**src/rtl/audio_pkg.sv**
```systemverilog
// Shared constants, types and sample conversion for the I2S audio transmitter.
package audio_pkg;

    localparam int SAMPLE_W   = 8;
    localparam int AUDIO_W    = 16;
    localparam int FRAME_BITS = 32;

    typedef enum logic {
        START,
        RUN
    } tx_state_t;

    // Offset-binary 8-bit to signed 16-bit: flip the sign bit, left-justify.
    function automatic logic [AUDIO_W-1:0] u8_to_s16(
        input logic [SAMPLE_W-1:0] s
    );
        return {~s[SAMPLE_W-1], s[SAMPLE_W-2:0], 8'h00};
    endfunction

endpackage

```
**src/rtl/sample_fifo.sv**
```systemverilog
// Small synchronous FIFO; read data comes straight from the registered head.
module sample_fifo #(
    parameter int WIDTH = 8,
    parameter int DEPTH = 4
) (
    input  logic             Clk,
    input  logic             Reset,
    input  logic             push,
    input  logic             pop,
    input  logic [WIDTH-1:0] din,
    output logic [WIDTH-1:0] dout,
    output logic             full,
    output logic             empty
);

    localparam int          AW       = $clog2(DEPTH);
    localparam logic [AW:0] FULL_CNT = (AW+1)'(DEPTH);

    logic [WIDTH-1:0] mem_q [DEPTH];
    logic [AW-1:0]    wr_q;
    logic [AW-1:0]    rd_q;
    logic [AW:0]      cnt_q;
    logic [AW:0]      cnt_d;
    logic             full_q;
    logic             empty_q;
    logic             do_push;
    logic             do_pop;

    assign do_push = push && !full_q;
    assign do_pop  = pop && !empty_q;

    always_comb begin
        cnt_d = cnt_q;
        unique case ({do_push, do_pop})
            2'b10:   cnt_d = cnt_q + (AW+1)'(1);
            2'b01:   cnt_d = cnt_q - (AW+1)'(1);
            default: cnt_d = cnt_q;
        endcase
    end

    always_ff @(posedge Clk) begin
        if (do_push) begin
            mem_q[wr_q] <= din;
        end
    end

    always_ff @(posedge Clk or posedge Reset) begin
        if (Reset) begin
            wr_q    <= '0;
            rd_q    <= '0;
            cnt_q   <= '0;
            full_q  <= 1'b0;
            empty_q <= 1'b1;
        end else begin
            if (do_push) begin
                wr_q <= wr_q + AW'(1);
            end
            if (do_pop) begin
                rd_q <= rd_q + AW'(1);
            end
            cnt_q   <= cnt_d;
            full_q  <= (cnt_d == FULL_CNT);
            empty_q <= (cnt_d == '0);
        end
    end

    assign dout  = mem_q[rd_q];
    assign full  = full_q;
    assign empty = empty_q;

endmodule

```
**src/rtl/audio_i2s_tx.sv**
```systemverilog
// I2S transmitter: buffers 8-bit samples and serializes them as 16-bit
// stereo words, generating BCLK and DACLRCK from the system clock.
module audio_i2s_tx
    import audio_pkg::*;
#(
    parameter int BCLK_HALF  = 16,
    parameter int FIFO_DEPTH = 4
) (
    input  logic                Clk,
    input  logic                Reset,
    input  logic [SAMPLE_W-1:0] sample_in,
    input  logic                sample_valid,
    output logic                sample_ready,
    input  logic                mute,
    output logic                AUD_BCLK,
    output logic                AUD_DACLRCK,
    output logic                AUD_DACDAT,
    output logic                underrun
);

    localparam int          DW      = (BCLK_HALF > 1) ? $clog2(BCLK_HALF) : 1;
    localparam logic [DW-1:0] DIV_MAX = DW'(BCLK_HALF - 1);

    tx_state_t             state_q;
    logic [DW-1:0]         div_q;
    logic [DW-1:0]         div_d;
    logic [4:0]            bit_q;
    logic [4:0]            bit_d;
    logic [FRAME_BITS-1:0] frame_q;
    logic                  bclk_q;
    logic                  lrck_q;
    logic                  dat_q;
    logic                  underrun_q;

    logic                  tick;
    logic                  fall;
    logic                  frame_start;
    logic                  fifo_full;
    logic                  fifo_empty;
    logic [SAMPLE_W-1:0]   fifo_dout;
    logic [AUDIO_W-1:0]    word;

    assign tick        = (div_q == DIV_MAX);
    assign div_d       = tick ? '0 : div_q + DW'(1);
    assign fall        = tick && bclk_q;
    assign bit_d       = bit_q + 5'd1;
    assign frame_start = fall && ((bit_d == 5'd0) || (state_q == START));
    assign word        = u8_to_s16(fifo_dout);

    sample_fifo #(
        .WIDTH (SAMPLE_W),
        .DEPTH (FIFO_DEPTH)
    ) u_fifo (
        .Clk   (Clk),
        .Reset (Reset),
        .push  (sample_valid),
        .pop   (frame_start),
        .din   (sample_in),
        .dout  (fifo_dout),
        .full  (fifo_full),
        .empty (fifo_empty)
    );

    always_ff @(posedge Clk or posedge Reset) begin
        if (Reset) begin
            state_q    <= START;
            div_q      <= '0;
            bit_q      <= 5'd31;
            frame_q    <= '0;
            bclk_q     <= 1'b0;
            lrck_q     <= 1'b0;
            dat_q      <= 1'b0;
            underrun_q <= 1'b0;
        end else begin
            underrun_q <= 1'b0;
            div_q      <= div_d;
            if (tick) begin
                bclk_q <= ~bclk_q;
            end
            if (fall) begin
                bit_q  <= bit_d;
                lrck_q <= bit_d[4];
                // One-bit I2S delay: output last event's MSB before reloading.
                dat_q  <= frame_q[FRAME_BITS-1];
                if (frame_start) begin
                    state_q <= RUN;
                    if (fifo_empty) begin
                        frame_q    <= '0;
                        underrun_q <= 1'b1;
                    end else if (mute) begin
                        frame_q <= '0;
                    end else begin
                        frame_q <= {word, word};
                    end
                end else begin
                    frame_q <= {frame_q[FRAME_BITS-2:0], 1'b0};
                end
            end
        end
    end

    assign sample_ready = !fifo_full;
    assign AUD_BCLK     = bclk_q;
    assign AUD_DACLRCK  = lrck_q;
    assign AUD_DACDAT   = dat_q;
    assign underrun     = underrun_q;

endmodule

```
**config.mk**
```make
export PLATFORM = sky130hd
export DESIGN_NAME = audio_i2s_tx
export DESIGN_NICKNAME = d
export VERILOG_FILES = /design/src/rtl/audio_pkg.sv /design/src/rtl/sample_fifo.sv /design/src/rtl/audio_i2s_tx.sv
export SDC_FILE = /design/constraint.sdc
export NUM_CORES = 1
export LEC_CHECK = 0
export ABC_CLOCK_PERIOD_IN_PS = 2470
export BUFFER_PORTS_ARGS = -buffer_cell sky130_fd_sc_hd__clkbuf_2
export CORE_UTILIZATION = 50
export CTS_BUF_LIST = sky130_fd_sc_hd__clkbuf_4 sky130_fd_sc_hd__clkbuf_8
export DETAILED_ROUTE_END_ITERATION = 7
export HOLD_SLACK_MARGIN = 0.08
export PLACE_DENSITY_LB_ADDON = 0.15
export SETUP_SLACK_MARGIN = 0.05
export SYNTH_ARGS = -nofsm -noshare
export SYNTH_HDL_FRONTEND = slang
export SYNTH_SLANG_ARGS = --single-unit
```
**constraint.sdc**
```tcl
create_clock -name Clk -period 2.47 [get_ports Clk]
set_input_delay 0.1235 -clock Clk [delete_from_list [all_inputs] [get_ports Clk]]
set_output_delay 0.1235 -clock Clk [all_outputs]
set_load 0.005 [all_outputs]
```
# Word level (Yosys, flattened, before mapping)
# Memories as Yosys holds them, arrays and structs flattened.
# Index checks and enable logic that the tools add are counted.
# op_classes
add_sub_neg,6
eq_ne,4
muxes,10
n_bitwise,3
n_reduce_logical,10
# ops
operator,n
two-way mux 32 bit,3
one-hot mux 3 bit (2 select lines),1
"adder 5 x 1 -> 5 bit, second input constant",1
zero test 5 bit,1
two-way mux 1 bit,5
"adder 2 x 1 -> 2 bit, second input constant",2
"adder 4 x 1 -> 4 bit, second input constant",1
"== test 4 bit, second input constant",1
logical AND 1 bit,4
two-way mux 4 bit,1
"adder 3 x 1 -> 3 bit, second input constant",1
"== test 3 bit, second input constant",1
zero test 3 bit,1
NOT 1 bit,3
"subtractor 3 x 1 -> 3 bit, second input constant",1
"== test 2 x 1 -> 1 bit, second input constant",1
"== test 2 bit, second input constant",1
zero test 1 bit,2
AND reduction 2 bit,1
logical OR 1 bit,1
# word_totals
regBits,55
mem_bits_rw,32
input_bits,12
output_inout_bits,5
n_memories,1
# mem_list
memory,words,word_bits,read_ports,rd_clocked_by_memory_dff,write_ports,line,source
u_fifo.mem_q,4,8,1,0,1,sample_fifo.sv:19,logic [WIDTH-1:0] mem_q [DEPTH];

# Depth between registers and ports, before layout
# depth
depth_word,8
depth_mapped,12
depth_no_buf,10

# Cells and area by module
# A second synthesis with hierarchy kept.
# hier_totals
hier_cells,215
area_unflattened_um2,3289.4
# by_module_without_submodules
module,n_inst,cells_per_inst,area_each_um2,seq_area_each_um2
sample_fifo,1,88,1670.4,1187.4
audio_i2s_tx,1,127,1619.1,957.2

# Worst setup path before layout
# No wires, ideal clock.
# synth_path
path_kind,reg2reg
startpoint,reg div_q[0]
endpoint,reg u_fifo.full_q (netlist: u_fifo.full)
setup_ns,0.073
arrival_ns,2.582
t_required_ns,2.397
path_slack_ns,-0.184
path_stages_with_launch,12
n_path_buf,2
synth_period_minus_slack_ns,2.654
cell_sequence,dfrtp_1 > ha_1 > and4_1 > buf_6 > nand2b_4 > buf_6 > a21oi_1 > ha_1 > fa_1 > mux2_2 > or2_2 > nor2b_1
# synth_between
elab_chain_cells,7
word_cells_on_any_way,8
# synth_rtl
element,line,source
from (decl),audio_i2s_tx.sv:25,logic [DW-1:0] div_q;
from (signal assigned),audio_i2s_tx.sv:76,div_q <= div_d;
== test 4 bit (*),audio_i2s_tx.sv:43,assign tick = (div_q == DIV_MAX);
logical AND 1 bit (*),audio_i2s_tx.sv:45,assign fall = tick && bclk_q;
logical AND 1 bit (*),audio_i2s_tx.sv:47,assign frame_start = fall && ((bit_d == 5'd0) || (state_q == START));
logical AND 1 bit (*),sample_fifo.sv:30,assign do_pop = pop && !empty_q;
== test 2 x 1 -> 1 bit or == test 2 bit (tied branches),sample_fifo.sv:34,"unique case ({do_push, do_pop})"
one-hot mux 3 bit (2 select lines) (*),sample_fifo.sv:34,
named net u_fifo.cnt_d[1],sample_fifo.sv:23,logic [AW:0] cnt_d;
== test 3 bit (*),sample_fifo.sv:62,full_q <= (cnt_d == FULL_CNT);
to (signal assigned),sample_fifo.sv:62,
to (decl),sample_fifo.sv:24,logic full_q;
# Mark *: on every way through the listed nets, which the timed path passes. The rest lies on a longest branch.
# A chain may end at the register's enable or synchronous reset.

# Worst setup path after layout
# layout_path
startpoint,reg bit_q[0]
endpoint,reg u_fifo.full_q (netlist: u_fifo.full)
# layout_between
elab_chain_cells,8
word_cells_on_any_way,9
# layout_rtl
element,line,source
from (decl),audio_i2s_tx.sv:27,logic [4:0] bit_q;
from (signal assigned),audio_i2s_tx.sv:81,bit_q <= bit_d;
adder 5 x 1 -> 5 bit (*),audio_i2s_tx.sv:46,assign bit_d = bit_q + 5'd1;
zero test 5 bit (*),audio_i2s_tx.sv:47,
logical OR 1 bit (*),audio_i2s_tx.sv:47,
logical AND 1 bit (*),audio_i2s_tx.sv:47,
logical AND 1 bit (*),sample_fifo.sv:30,
== test 2 x 1 -> 1 bit or == test 2 bit (tied branches),sample_fifo.sv:34,
one-hot mux 3 bit (2 select lines) (*),sample_fifo.sv:34,
named net u_fifo.cnt_d[1],sample_fifo.sv:23,
== test 3 bit (*),sample_fifo.sv:62,
# Marked as above.

==> results.md <==
* CP Class: flop to flop
* Area Overhead vs Synth at 15.4%
* DRC Markers at 0
* Reg clk slew, reported paths at approximately 80 ps
* # rows at 29
* Commonest non-fill, non-tap cell in the layout: dfrtp_1
* Post-route ant nets at 0
* Fmax at approximately 0.42 GHz
* Final instance area at roughly 3800 µm²
* Vias at between 1,500 and 2,000
* Mapped Cells at 210
* Share of cells above drive strength 1 at 30.0%
* Worst path max stage delay at ~600 ps
* Clock sinks at 79
* First-pass GRT wire length at 9420 µm
* Syn Nets at between 200 and 250
* Reg2reg end: u_fifo.full
* CP cell instances: and4_1 > o211ai_2 > a21oi_4 > ha_4 > fa_1 > mux2_2 > or2_4 > nor2b_1
* 1st-iter DRT viols at around 70
* Flop pwr share at between 50% and 60%
* DR vias/cell at roughly 5.6
* Avg Inst Size Synth at 15.8 µm²
* Internal power at approximately 0.0023 W
* Final setup vio count at 0
* Worst endpoint required time at approximately 2800 ps
* Grt ovf at 0
* Worst hold path depth at 4
* Clk_lat worst skew at approximately 340 ps
* CP max-delay cell: dfstp_2
* Post-route setup TNS at 0 ps
* Nets at 265
* Yosys reg bits at 79
* Chip height at about 83 µm
* Total I/O pin count at 17
* Power per standard cell area at roughly 810 nW/µm²
* Worst-Margin Slew at between 700 and 800 ps
* FF-to-FF path depth at 8
* CTS tree: done
* Crit end category: flop
* HP Class: input pin to flop
* Number of max-cap violations at 0
* Slew HR at between 40% and 50%
* Detailed Routing Iterations Pass 1 at 4
* Gr usage total at between 10% and 20%
* P_sw at 0.000803 W
* Area of the die at around 6900 µm²
* Post-synthesis sequential area ratio at between 60 and 70%
* YS warnings at 0
* Fill count at around 490
* Die extent in x at 83.4 µm
* Worst-path fanout max at 4
* Final Critical Period at between 2000 and 2500 ps
* CTS Buf Count at 9
* Placed wire-length estimate at 3710 µm
* WL final at 5530 µm
* RSZ-0062 raised after global routing: yes
* Worst reg-to-reg setup slack at about 71 ps
* Largest net degree at the start of global routing at 48
* Outcome: finished, final reports clean
* Final worst-path cycle share at 97.1%
* Commonest cells after routing, fill and taps aside: dfrtp_1, edfxtp_1, clkbuf_2
* WL per Instance at 16.9 µm
* Peak VDD IR at around 0.00046 V
* Clk root buf: clkbuf_8
* Hold Crit Start: sample_valid
* Area of the multi-input gates at roughly 1100 µm²
* Final weighted congestion in routability-driven placement at 0.707
* H-Tree Depth at 3
* Core area at between 6000 and 7000 µm²
* Area after DPL at around 3500 µm²
* Startpoint Class: flop
* Max Slew Vio Count at 0
* Initial Util at 51.8%
* Switching portion of total power at a little over a quarter
* Clk_skew at between 7 and 8 ps
* Vias in the first global route at roughly 1,900
* Max clock buf depth at 2
* Buffers on Ports at 16
* Part of the power in combinational logic at 14.7%
* Worst reg2reg startpoint: bit_q[0]
* Worst setup startpoint: bit_q[0]
* Delay-heaviest family, CP: simple AND/OR/NAND/NOR gates
* Critical path buffers and inverters at 0
* Crit path DAT at 2680 ps
* Synthesized area at 3310 µm²
* Initial antenna violation count at 0
* Leakage at approximately 1.5 nW
* Clock power frac at just over 30%
* Antenna Diode Count at 0
* Seq. cell area at 2140 µm²
* Distinct cells, synth at 35
* Final Hold Fails at 0
* Worst min-delay path endpoint: u_fifo.wr_q[0]
==> per-layer routing <==
metal  track usage, %  vias to the layer above  wire, µm
li1                 -                      865         -
met1             23.0                      924      2480
met2             28.7                       32      2810
met3             3.88                       10       142
met4             9.25                        0        98
met5                0                        -         0
==> cell families (layout without fill, tap and decap cells) <==
group,after synthesis,after routing,share of synthesized area [%]
AND/OR/NAND/NOR,31,31,5.14
adder cells (fa/ha/maj),8,8,3.25
multiplexers,9,9,5.78
AO/OA/AOI/OAI,43,43,12.8
buffers and inverters,27,67,4.80
XOR/XNOR,13,13,3.44
flip-flops,79,79,64.8
==> power by group through the flow <==
stage          combinational (W)  sequential (W)  clock, W
2_1_floorplan           0.000357         0.00165         0
3_3_place_gp            0.000425         0.00168         0
3_5_place_dp            0.000451         0.00170         0
4_1_cts                 0.000465         0.00167  0.000989
5_1_grt                 0.000512         0.00169   0.00105
6_report                0.000453         0.00167  0.000961
==> per-stage QoR <==
step / power [W] / hold slack, ps / std cells / setup slack, ps / utilization (%)
floorplan: 0.00201 / 222 / 210 / 18.8 / -
global placement: 0.00211 / 262 / 297 / 124 / 54.4
detailed placement: 0.00215 / 288 / 297 / 5.84 / 54.4
CTS: 0.00312 / 269 / 323 / 64.5 / 59.3
global route: 0.00325 / 312 / 327 / 8.14 / 59.8
finish: 0.00308 / 279 / 327 / 70.7 / 59.8
==> worst register-to-register path, stage by stage (launching register included) <==
cell and delay (ps):
dfstp_2 590, and4_1 240, o211ai_2 130, a21oi_4 180, ha_4 160, fa_1 410, mux2_2 280, or2_4 250
nor2b_1 110
==> cell usage after synthesis, drive strengths merged <==
| cell | number | area, µm² |
|---|---|---|
| dfrtp | 41 | 1030 |
| nand3 | 3 | 15.0 |
| or2 | 1 | 6.26 |
| nand2b | 2 | 20.0 |
| dfstp | 6 | 158 |
| mux4 | 8 | 180 |
| fa | 1 | 20.0 |
| a2111oi | 7 | 118 |
| a211oi | 3 | 22.5 |
| and3 | 1 | 6.26 |
| xor2 | 5 | 43.8 |
| xnor2 | 8 | 70.1 |
| and4 | 2 | 17.5 |
| ha | 7 | 87.6 |
| edfxtp | 32 | 961 |
| and2 | 5 | 31.3 |
| buf | 9 | 90.1 |
| a21oi | 3 | 15.0 |
| nand2 | 10 | 37.5 |
| a31oi | 1 | 6.26 |
| nor2 | 3 | 11.3 |
| a22o | 9 | 78.8 |
| inv | 13 | 48.8 |
| clkbuf | 5 | 20.0 |
| nor2b | 2 | 12.5 |
| o211ai | 1 | 12.5 |
| nand4 | 2 | 12.5 |
| a221o | 15 | 150 |
| mux2 | 1 | 11.3 |
| o21ai | 4 | 20.0 |
==> registers in the layout (all words and copies together), names as in the netlist, 2 cells and up <==
register and cells:
div_q 4, frame_q 24, u_fifo.mem_q 32, u_fifo.cnt_q 3
u_fifo.rd_q 2, u_fifo.wr_q 2, bit_q 5
==> timing repair <==
item / CTS / global route
hold buffers: 9 / 0
hold endpoints to repair: 73 / 0
pin swaps: 2 / 0
resized for setup: 1 / 1
gates cloned: 0 / 0
endpoints found under the setup margin: 2 / 2
buffers inserted: 1 / 4
==> how the worst max path moves through the flow <==
stage,end,slack [ps],cells after the start
floorplan,u_fifo.full,20,9
global placement,u_fifo.full,120,8
detailed placement,u_fifo.full,6,8
CTS,u_fifo.full,60,8
global route,u_fifo.full,8,8
finish,u_fifo.full,70,8
==> final cells by class <==
type	instances	share of cell area, %
Sequential cell	79	56.1
Multi-Input combinational cell	104	27.7
Timing Repair Buffer	38	7.01
Clock buffer	9	3.24
Tap cell	77	2.52
Clock inverter	7	2.10
Inverter	13	1.28
Note: power is estimated with default switching activity, not from simulation.
